==> config.mk <==
export PLATFORM = sky130hd
export DESIGN_NAME = mul_div_unit
export DESIGN_NICKNAME = d
export VERILOG_FILES = /design/src/rtl/mul_div_unit.sv
export SDC_FILE = /design/constraint.sdc
export NUM_CORES = 1
export LEC_CHECK = 0
export CAP_MARGIN = 0
export CORE_MARGIN = 4
export CORE_UTILIZATION = 50
export CTS_CLUSTER_DIAMETER = 50
export DETAILED_ROUTE_END_ITERATION = 7
export PLACE_DENSITY = 0.7
export SYNTH_ARGS = -nofsm -noshare
export SYNTH_HDL_FRONTEND = slang
export SYNTH_SLANG_ARGS = --single-unit
==> constraint.sdc <==
create_clock -name i_clk -period 5.6 [get_ports i_clk]
set_clock_uncertainty 0.15 [all_clocks]
set_input_delay 1.12 -clock i_clk [delete_from_list [all_inputs] [get_ports i_clk]]
set_output_delay 1.12 -clock i_clk [all_outputs]
set_load 0.05 [all_outputs]
==> src/rtl/mul_div_unit.sv <==
// Iterative RV32M multiply/divide: 33-cycle latency, 1 for div-by-zero/overflow (and multiply under MUL_DIV_FAST_MUL_EN).
// No backpressure: the core stalls on o_busy, one operation in flight; i_flush aborts with no result.
module mul_div_unit #(
  parameter int XLEN = 32
) (
  input  logic            i_clk,
  input  logic            i_rst_n,
  input  logic            i_start,
  input  logic            i_flush,
  input  logic [2:0]      i_op,
  input  logic [XLEN-1:0] i_rs1_data,
  input  logic [XLEN-1:0] i_rs2_data,
  input  logic [4:0]      i_rd_in,
  output logic            o_busy,
  output logic            o_done,
  output logic            o_wr_en,
  output logic [4:0]      o_wr_reg,
  output logic [XLEN-1:0] o_result
);
  typedef enum logic [1:0] {S_IDLE, S_CALC, S_DONE} state_t;

  state_t      r_state, w_state_nxt;
  logic [4:0]  r_cnt;
  logic [2:0]  r_op;
  logic [4:0]  r_rd, r_wr_reg;
  logic        r_neg_q, r_neg_r;
  logic [31:0] r_b, r_sh, r_rem, r_res_calc, r_result;
  logic [63:0] r_mcand, r_acc;

  logic        w_a_signed, w_b_signed, w_a_neg, w_b_neg;
  logic [31:0] w_a_mag, w_b_mag;
  logic        w_div0, w_ovf, w_special, w_fast;
  logic [31:0] w_special_val, w_fast_val;

  assign w_a_signed = (i_op == 3'd1) || (i_op == 3'd2) || (i_op == 3'd4) || (i_op == 3'd6);
  assign w_b_signed = (i_op == 3'd1) || (i_op == 3'd4) || (i_op == 3'd6);
  assign w_a_neg    = w_a_signed & i_rs1_data[31];
  assign w_b_neg    = w_b_signed & i_rs2_data[31];
  assign w_a_mag    = w_a_neg ? -i_rs1_data : i_rs1_data;
  assign w_b_mag    = w_b_neg ? -i_rs2_data : i_rs2_data;

  assign w_div0    = i_op[2] && (i_rs2_data == 32'd0);
  assign w_ovf     = i_op[2] && !i_op[0] && (i_rs1_data == 32'h8000_0000) && (i_rs2_data == 32'hFFFF_FFFF);
  assign w_special = w_div0 || w_ovf;
  assign w_special_val = w_div0 ? (i_op[1] ? i_rs1_data : 32'hFFFF_FFFF)
                                : (i_op[1] ? 32'd0 : 32'h8000_0000);

`ifdef MUL_DIV_FAST_MUL_EN
  // 64-bit product of the sign/zero-extended 33-bit operands; both halves are exact.
  logic signed [63:0] w_fa, w_fb, w_fprod;
  assign w_fa       = {{32{w_a_neg}}, i_rs1_data};
  assign w_fb       = {{32{w_b_neg}}, i_rs2_data};
  assign w_fprod    = w_fa * w_fb;
  assign w_fast     = !i_op[2];
  assign w_fast_val = (i_op == 3'd0) ? w_fprod[31:0] : w_fprod[63:32];
`else
  assign w_fast     = 1'b0;
  assign w_fast_val = 32'd0;
`endif

  logic [63:0] w_acc_nxt, w_prod_fin;
  logic [32:0] w_rem_sh;
  logic        w_ge;
  logic [31:0] w_rem_nxt, w_quo_nxt, w_quo_fin, w_rem_fin, w_final;

  assign w_acc_nxt  = r_sh[0] ? (r_acc + r_mcand) : r_acc;
  assign w_rem_sh   = {r_rem, r_sh[31]};
  assign w_ge       = (w_rem_sh >= {1'b0, r_b});
  // The difference is below r_b when taken, so 32 bits hold it exactly.
  assign w_rem_nxt  = w_ge ? (w_rem_sh[31:0] - r_b) : w_rem_sh[31:0];
  assign w_quo_nxt  = {r_sh[30:0], w_ge};
  assign w_prod_fin = r_neg_q ? -w_acc_nxt : w_acc_nxt;
  assign w_quo_fin  = r_neg_q ? -w_quo_nxt : w_quo_nxt;
  assign w_rem_fin  = r_neg_r ? -w_rem_nxt : w_rem_nxt;
  assign w_final    = r_op[2] ? (r_op[1] ? w_rem_fin : w_quo_fin)
                              : ((r_op == 3'd0) ? w_prod_fin[31:0] : w_prod_fin[63:32]);

  always_ff @(posedge i_clk or negedge i_rst_n) begin
    if (!i_rst_n) r_state <= S_IDLE;
    else          r_state <= w_state_nxt;
  end

  always_comb begin
    w_state_nxt = r_state;
    o_busy      = (r_state != S_IDLE);
    o_done      = 1'b0;
    case (r_state)
      S_IDLE:  if (i_start) w_state_nxt = (w_special || w_fast) ? S_DONE : S_CALC;
      S_CALC:  if (r_cnt == 5'd31) w_state_nxt = S_DONE;
      S_DONE: begin
        w_state_nxt = S_IDLE;
        o_done      = !i_flush;
      end
      default: w_state_nxt = S_IDLE;
    endcase
    if (i_flush) w_state_nxt = S_IDLE;
    o_wr_en  = o_done;
    o_result = o_done ? r_res_calc : r_result;
    o_wr_reg = o_done ? r_rd : r_wr_reg;
  end

  always_ff @(posedge i_clk or negedge i_rst_n) begin
    if (!i_rst_n) begin
      r_cnt      <= 5'd0;
      r_op       <= 3'd0;
      r_rd       <= 5'd0;
      r_wr_reg   <= 5'd0;
      r_neg_q    <= 1'b0;
      r_neg_r    <= 1'b0;
      r_b        <= 32'd0;
      r_sh       <= 32'd0;
      r_rem      <= 32'd0;
      r_res_calc <= 32'd0;
      r_result   <= 32'd0;
      r_mcand    <= 64'd0;
      r_acc      <= 64'd0;
    end else if (!i_flush) begin
      case (r_state)
        S_IDLE: if (i_start) begin
          r_op       <= i_op;
          r_rd       <= i_rd_in;
          r_neg_q    <= w_a_neg ^ w_b_neg;
          r_neg_r    <= w_a_neg;
          r_cnt      <= 5'd0;
          r_b        <= w_b_mag;
          r_sh       <= i_op[2] ? w_a_mag : w_b_mag;
          r_mcand    <= {32'd0, w_a_mag};
          r_acc      <= 64'd0;
          r_rem      <= 32'd0;
          r_res_calc <= w_special ? w_special_val : w_fast_val;
        end
        S_CALC: begin
          r_cnt <= r_cnt + 5'd1;
          if (r_op[2]) begin
            r_rem <= w_rem_nxt;
            r_sh  <= w_quo_nxt;
          end else begin
            r_acc   <= w_acc_nxt;
            r_mcand <= r_mcand << 1;
            r_sh    <= r_sh >> 1;
          end
          if (r_cnt == 5'd31) r_res_calc <= w_final;
        end
        S_DONE: begin
          r_result <= r_res_calc;
          r_wr_reg <= r_rd;
        end
        default: ;
      endcase
    end
  end
endmodule
# Word level (Yosys, flattened, before mapping)
# Index checks and enable logic that the tools add are counted.
# word_totals
register_bits,310
out_inout_bits,40
in_bits,76
# classes
n_bitwise,4
n_addsub,8
order_cmp,1
mux,40
eq_ne,15
n_reduce_logical,24
# op_table
cell,n
32-bit two-way mux,20
64-bit two-way mux,6
64-bit one-hot mux with 2 select lines,2
32-bit one-hot mux with 2 select lines,3
32-bit negator,4
64-bit adder,1
32-bit == test (second input constant),2
64-bit negator,1
33-bit by 32-bit greater-or-equal comparator with 1-bit output,1
32-bit logical NOT,1
32-bit subtractor,1
4-bit AND reduction,3
5-bit two-way mux,2
5-bit one-hot mux with 2 select lines,1
2-bit two-way mux,4
2-bit != test (second input constant),4
3-bit == test (second input constant),2
1-bit logical OR,6
3-bit != test (second input constant),2
3-bit AND reduction,2
5-bit by 1-bit adder with 5-bit output (second input constant),1
5-bit == test (second input constant),1
1-bit logical AND,4
2-bit one-hot mux with 2 select lines,1
other kinds (13),17

# Depth between registers and ports, before layout
# depth
ltp_word,9
mapped_depth,25

# Worst setup path before layout
# OpenSTA, ideal clock, no wires.
# synth_path
kind,register to register
start,register r_rem[14]
end,register r_res_calc[28]
path_stages_with_launch,24
required_time_ns,5.309
path_slack_ns,-0.120
setup_time_ns,0.141
path_buffers,6
t_arrival_ns,5.429
path_cell_list,dfrtp_1 > ha_1 > clkbuf_1 > nand4_1 > or2_2 > or3_1 > and3_1 > clkbuf_1 > o21ai_1 > buf_2 > buf_1 > clkbuf_1 > nand2_1 > o21ai_0 > ha_1 > nand2_1 > nor4_1 > mux2i_1 > or3_1 > clkbuf_1 > or4_1 > o221a_2 > o21ai_0 > o221ai_1
# synth_via
elab_chain_len,8
elab_cells_between_ends,11
classes_between,3 x add/sub; 1 x order compare; 7 x mux
# synth_lines
item,line,rtl
"start, declared",27,"logic [31:0] r_b, r_sh, r_rem, r_res_calc, r_result;"
"start signal, assigned",135,r_rem <= w_rem_nxt;
32-bit subtractor / 33-bit by 32-bit greater-or-equal comparator with 1-bit output (equally long branches),"70, 68",
32-bit two-way mux,70,assign w_rem_nxt = w_ge ? (w_rem_sh[31:0] - r_b) : w_rem_sh[31:0];
32-bit negator,74,assign w_rem_fin = r_neg_r ? -w_rem_nxt : w_rem_nxt;
32-bit two-way mux,74,
32-bit two-way mux (*) (2 in series),75,assign w_final = r_op[2] ? (r_op[1] ? w_rem_fin : w_quo_fin)
32-bit two-way mux (*),142,if (r_cnt == 5'd31) r_res_calc <= w_final;
32-bit one-hot mux with 2 select lines (*),118,case (r_state)
"end signal, assigned",130,r_res_calc <= w_special ? w_special_val : w_fast_val;
"end signal, assigned",142,
"end, declared",27,
# Mark *: on every way between the ends. The rest lies on a longest branch, timed or not. The select of a mux whose other input is x is not followed.
# A chain may end at the register's enable or synchronous reset.

# Worst setup path in the final report
# layout_path
start,register r_mcand[0]
end,register r_res_calc[14]
# layout_via
elab_chain_len,8
# layout_lines
item,line,rtl
"start, declared",28,"logic [63:0] r_mcand, r_acc;"
"start signal, assigned",127,"r_mcand <= {32'd0, w_a_mag};"
"start signal, assigned",139,r_mcand <= r_mcand << 1;
64-bit adder (*),66,assign w_acc_nxt = r_sh[0] ? (r_acc + r_mcand) : r_acc;
64-bit two-way mux (*),66,
64-bit negator,72,assign w_prod_fin = r_neg_q ? -w_acc_nxt : w_acc_nxt;
64-bit two-way mux (*),72,
32-bit two-way mux (*),76,: ((r_op == 3'd0) ? w_prod_fin[31:0] : w_prod_fin[63:32]);
32-bit two-way mux (*),75,
32-bit two-way mux (*),142,
32-bit one-hot mux with 2 select lines (*),118,
# Marks and branches as above.

==> metrics.md <==
| Metric | Value |
|---|---|
| Final net count | `3680` |
| Post-synth EDFFs | `0` |
| Full die area | `57700 µm²` |
| Via/cell ratio | `6.83` |
| Mapped Cells | `3439` |
| Final core utilization | `58.3%` |
| Std cell rows | `84` |
| Fillers | `4829` |
| Pwr Density | `356 nW/µm²` |
| Clock sink count | `310` |
| Largest net degree at the start of global routing | `101` |
| Drt drc | `0` |
| Drt pass-1 iters | `6` |
| Port Buffer Count | `115` |
| WS Path Type | `reg -> reg` |
| Num ports | `116` |
| Number of max-slew violations in the final report | `0` |
| Max_cap viols | `0` |
| Clk pin slew, worst setup/hold paths | `0.06 ns` |
| Vias in the first global route | `27600` |
| Num CTS Buffers | `48` |
| Crit path cell chain | `ha_1, inv_1, fa_1, nor2b_4, o31a_4, a221oi_4, xnor2_1, a2111oi_4, o221ai_1, or4_4, or3_1, or4_4, o31a_1, and3_1, or3_1` |
| Setup TNS | `0 ns` |
| WP buf/inv | `1` |
| Largest registers | `r_acc (64), r_mcand (64)` |
| Synthesized net count | `3620` |
| Hold_buf cts | `0` |
| Max_slew headroom | `22.4%` |
| Post-synth top area cell | `dfrtp_1` |
| Via count | `28900` |
| H-tree levels | `2` |
| Root Driver | `clkbuf_16` |
| DP HPWL | `91300 µm` |
| Max FO, Critical Path | `8` |
| Clock Tree Buf Depth | `3` |
| Critical Path Source Type | `flop` |
| Unrepaired setup endpoints after global routing | `false` |
| Syn Area/Cell | `7.84 µm²` |
| Synth area leaders | `dfrtp_1, o21ai_0, nand2_1` |
| Area Overhead vs Synth | `14.6%` |
| Critical path endpoint category | `flop` |
| 1st-iter DRT viols | `3733` |
| Delay-heaviest family, CP | `simple AND/OR/NAND/NOR gates` |
| Synth Warn # | `0` |
| Finish-stage setup viols | `0` |
| Most common library cells after synthesis | `nand2_1, o21ai_0, dfrtp_1` |
| Slowest stage delay, CP | `0.60 ns` |
| Gr usage total | `39.8%` |
| Tightest Hold Check Type | `in -> async` |
| CP required | `5.94 ns` |
| Leakage | `13.0 nW` |
| Tcrit/Tclk final | `97.6%` |
| Wire per inst | `27.8 µm` |
| Routability cong. | `1.08` |
| Peak supply drop | `0.000330 V` |
| Status | `finished clean` |
| Area share of the largest cell type after synthesis | `28.8%` |
| Flops & latches, synth | `310` |
| Initial core utilization | `50.9%` |
| Main synth FF type | `dfrtp_1` |
| Die X | `240 µm` |
| Core ar. | `53000 µm²` |
| Post-synth cell types | `95` |
| First-pass GRT wire length | `175000 µm` |
| Netlist Area Pre-Place | `27000 µm²` |
| CTS tree | `done` |
| Worst-Margin Slew | `1.13 ns` |
| Detail Route Antenna Nets | `0` |
| Die Ht | `240 µm` |
| Post-Route WL | `117000 µm` |
| Final hold vios | `0` |
| Worst path slowest cell | `or4_4` |
| Cell with the most instances after synthesis | `nand2_1` |
| Critical path arrival | `5.81 ns` |
| Grt ovf | `0` |
| Clk_lat worst skew | `0.62 ns` |
| Seq/Total Area, Yosys | `28.8%` |
| Initial antenna violation count | `8` |
| Share of cells above drive strength 1 | `10.0%` |
| Maximum clock frequency | `183 MHz` |
| Final period demand of the worst path | `5.47 ns` |
| FFs w/ async S/R, synth | `100%` |
| Reg2reg setup slack | `0.13 ns` |
## logic make-up after synthesis
| family | Yosys count | synth area share [%] |
|---|---|---|
| AND/OR/NAND/NOR | 1173 | 20.7 |
| buffers and inverters | 318 | 4.63 |
| flip-flops | 310 | 28.8 |
| XOR/XNOR | 184 | 5.98 |
| AO/OA/AOI/OAI | 1187 | 28.8 |
| multiplexers | 162 | 6.25 |
| adder cells (fa/ha/maj) | 105 | 4.93 |
## power breakdown
part | internal [mW] | total, mW | leakage [nW] | switching [mW]
sequential | 2.62 | 2.99 | 4.06 | 0.370
combinational | 1.53 | 4.69 | 8.08 | 3.16
clock | 2.05 | 3.32 | 0.855 | 1.27
total | 6.19 | 11.0 | 13.0 | 4.80
## final timing paths
path,start,cells after the start,endpoint
min reg2reg,r_rd[1],2,r_rd[1]
min in group i_clk,r_rd[1],2,r_rd[1]
min,i_rst_n,1,r_acc[13]
max in group asynchronous,i_rst_n,2,r_op[2]
max,r_mcand[0],15,r_res_calc[14]
max reg2reg,r_mcand[0],15,r_res_calc[14]
## final cells by class
cell class,count,area [µm²],area share [%]
inverter,87,327,1.06
sequential,310,7760,25.1
tap,688,861,2.79
timing repair buffer,241,2120,6.87
clock buffer,56,1290,4.18
multi-input combinational,2811,18100,58.5
clock inverter,32,453,1.47
antenna,1,2.50,0.00810
## metrics by stage
stage	hold slack, ns	area (µm²)	worst slack, ns	total power, mW	std cells
finish	0.323	30900	0.135	11.0	4226
global route	0.348	30900	0.00490	11.4	4225
CTS	0.326	30800	0.0734	10.9	4225
detailed placement	0.310	29100	0.0793	7.52	4137
global placement	0.303	29100	0.157	7.46	4137
floorplan	0.290	27000	0.0322	5.80	3439
## repair_timing
action                     CTS  global route
gates resized for setup      0            14
setup endpoints to repair    0            13
setup buffers                0             0
## placed cells by master (no fill, tap or decap), types with 60 or more instances in the layout
master	netlist	final
clkdlybuf4s50_1	0	102
ha_1	103	102
xor2_1	81	81
a22o_1	60	60
inv_1	84	84
o21ai_0	355	352
xnor2_1	103	103
a21oi_1	266	265
mux2i_1	112	112
buf_4	3	132
nor3_1	81	78
nor2_1	290	289
dfrtp_1	310	307
nand2_1	424	423
## metal layers
| layer | vias up | track usage (%) | wire length (µm) |
|---|---|---|---|
| li1 | 12900 | - | - |
| met1 | 13800 | 50.9 | 45800 |
| met2 | 1714 | 61.4 | 50900 |
| met3 | 452 | 7.82 | 10900 |
| met4 | 14 | 25.8 | 9660 |
| met5 | - | 0 | 98 |
(Power assumes the default switching activity.)
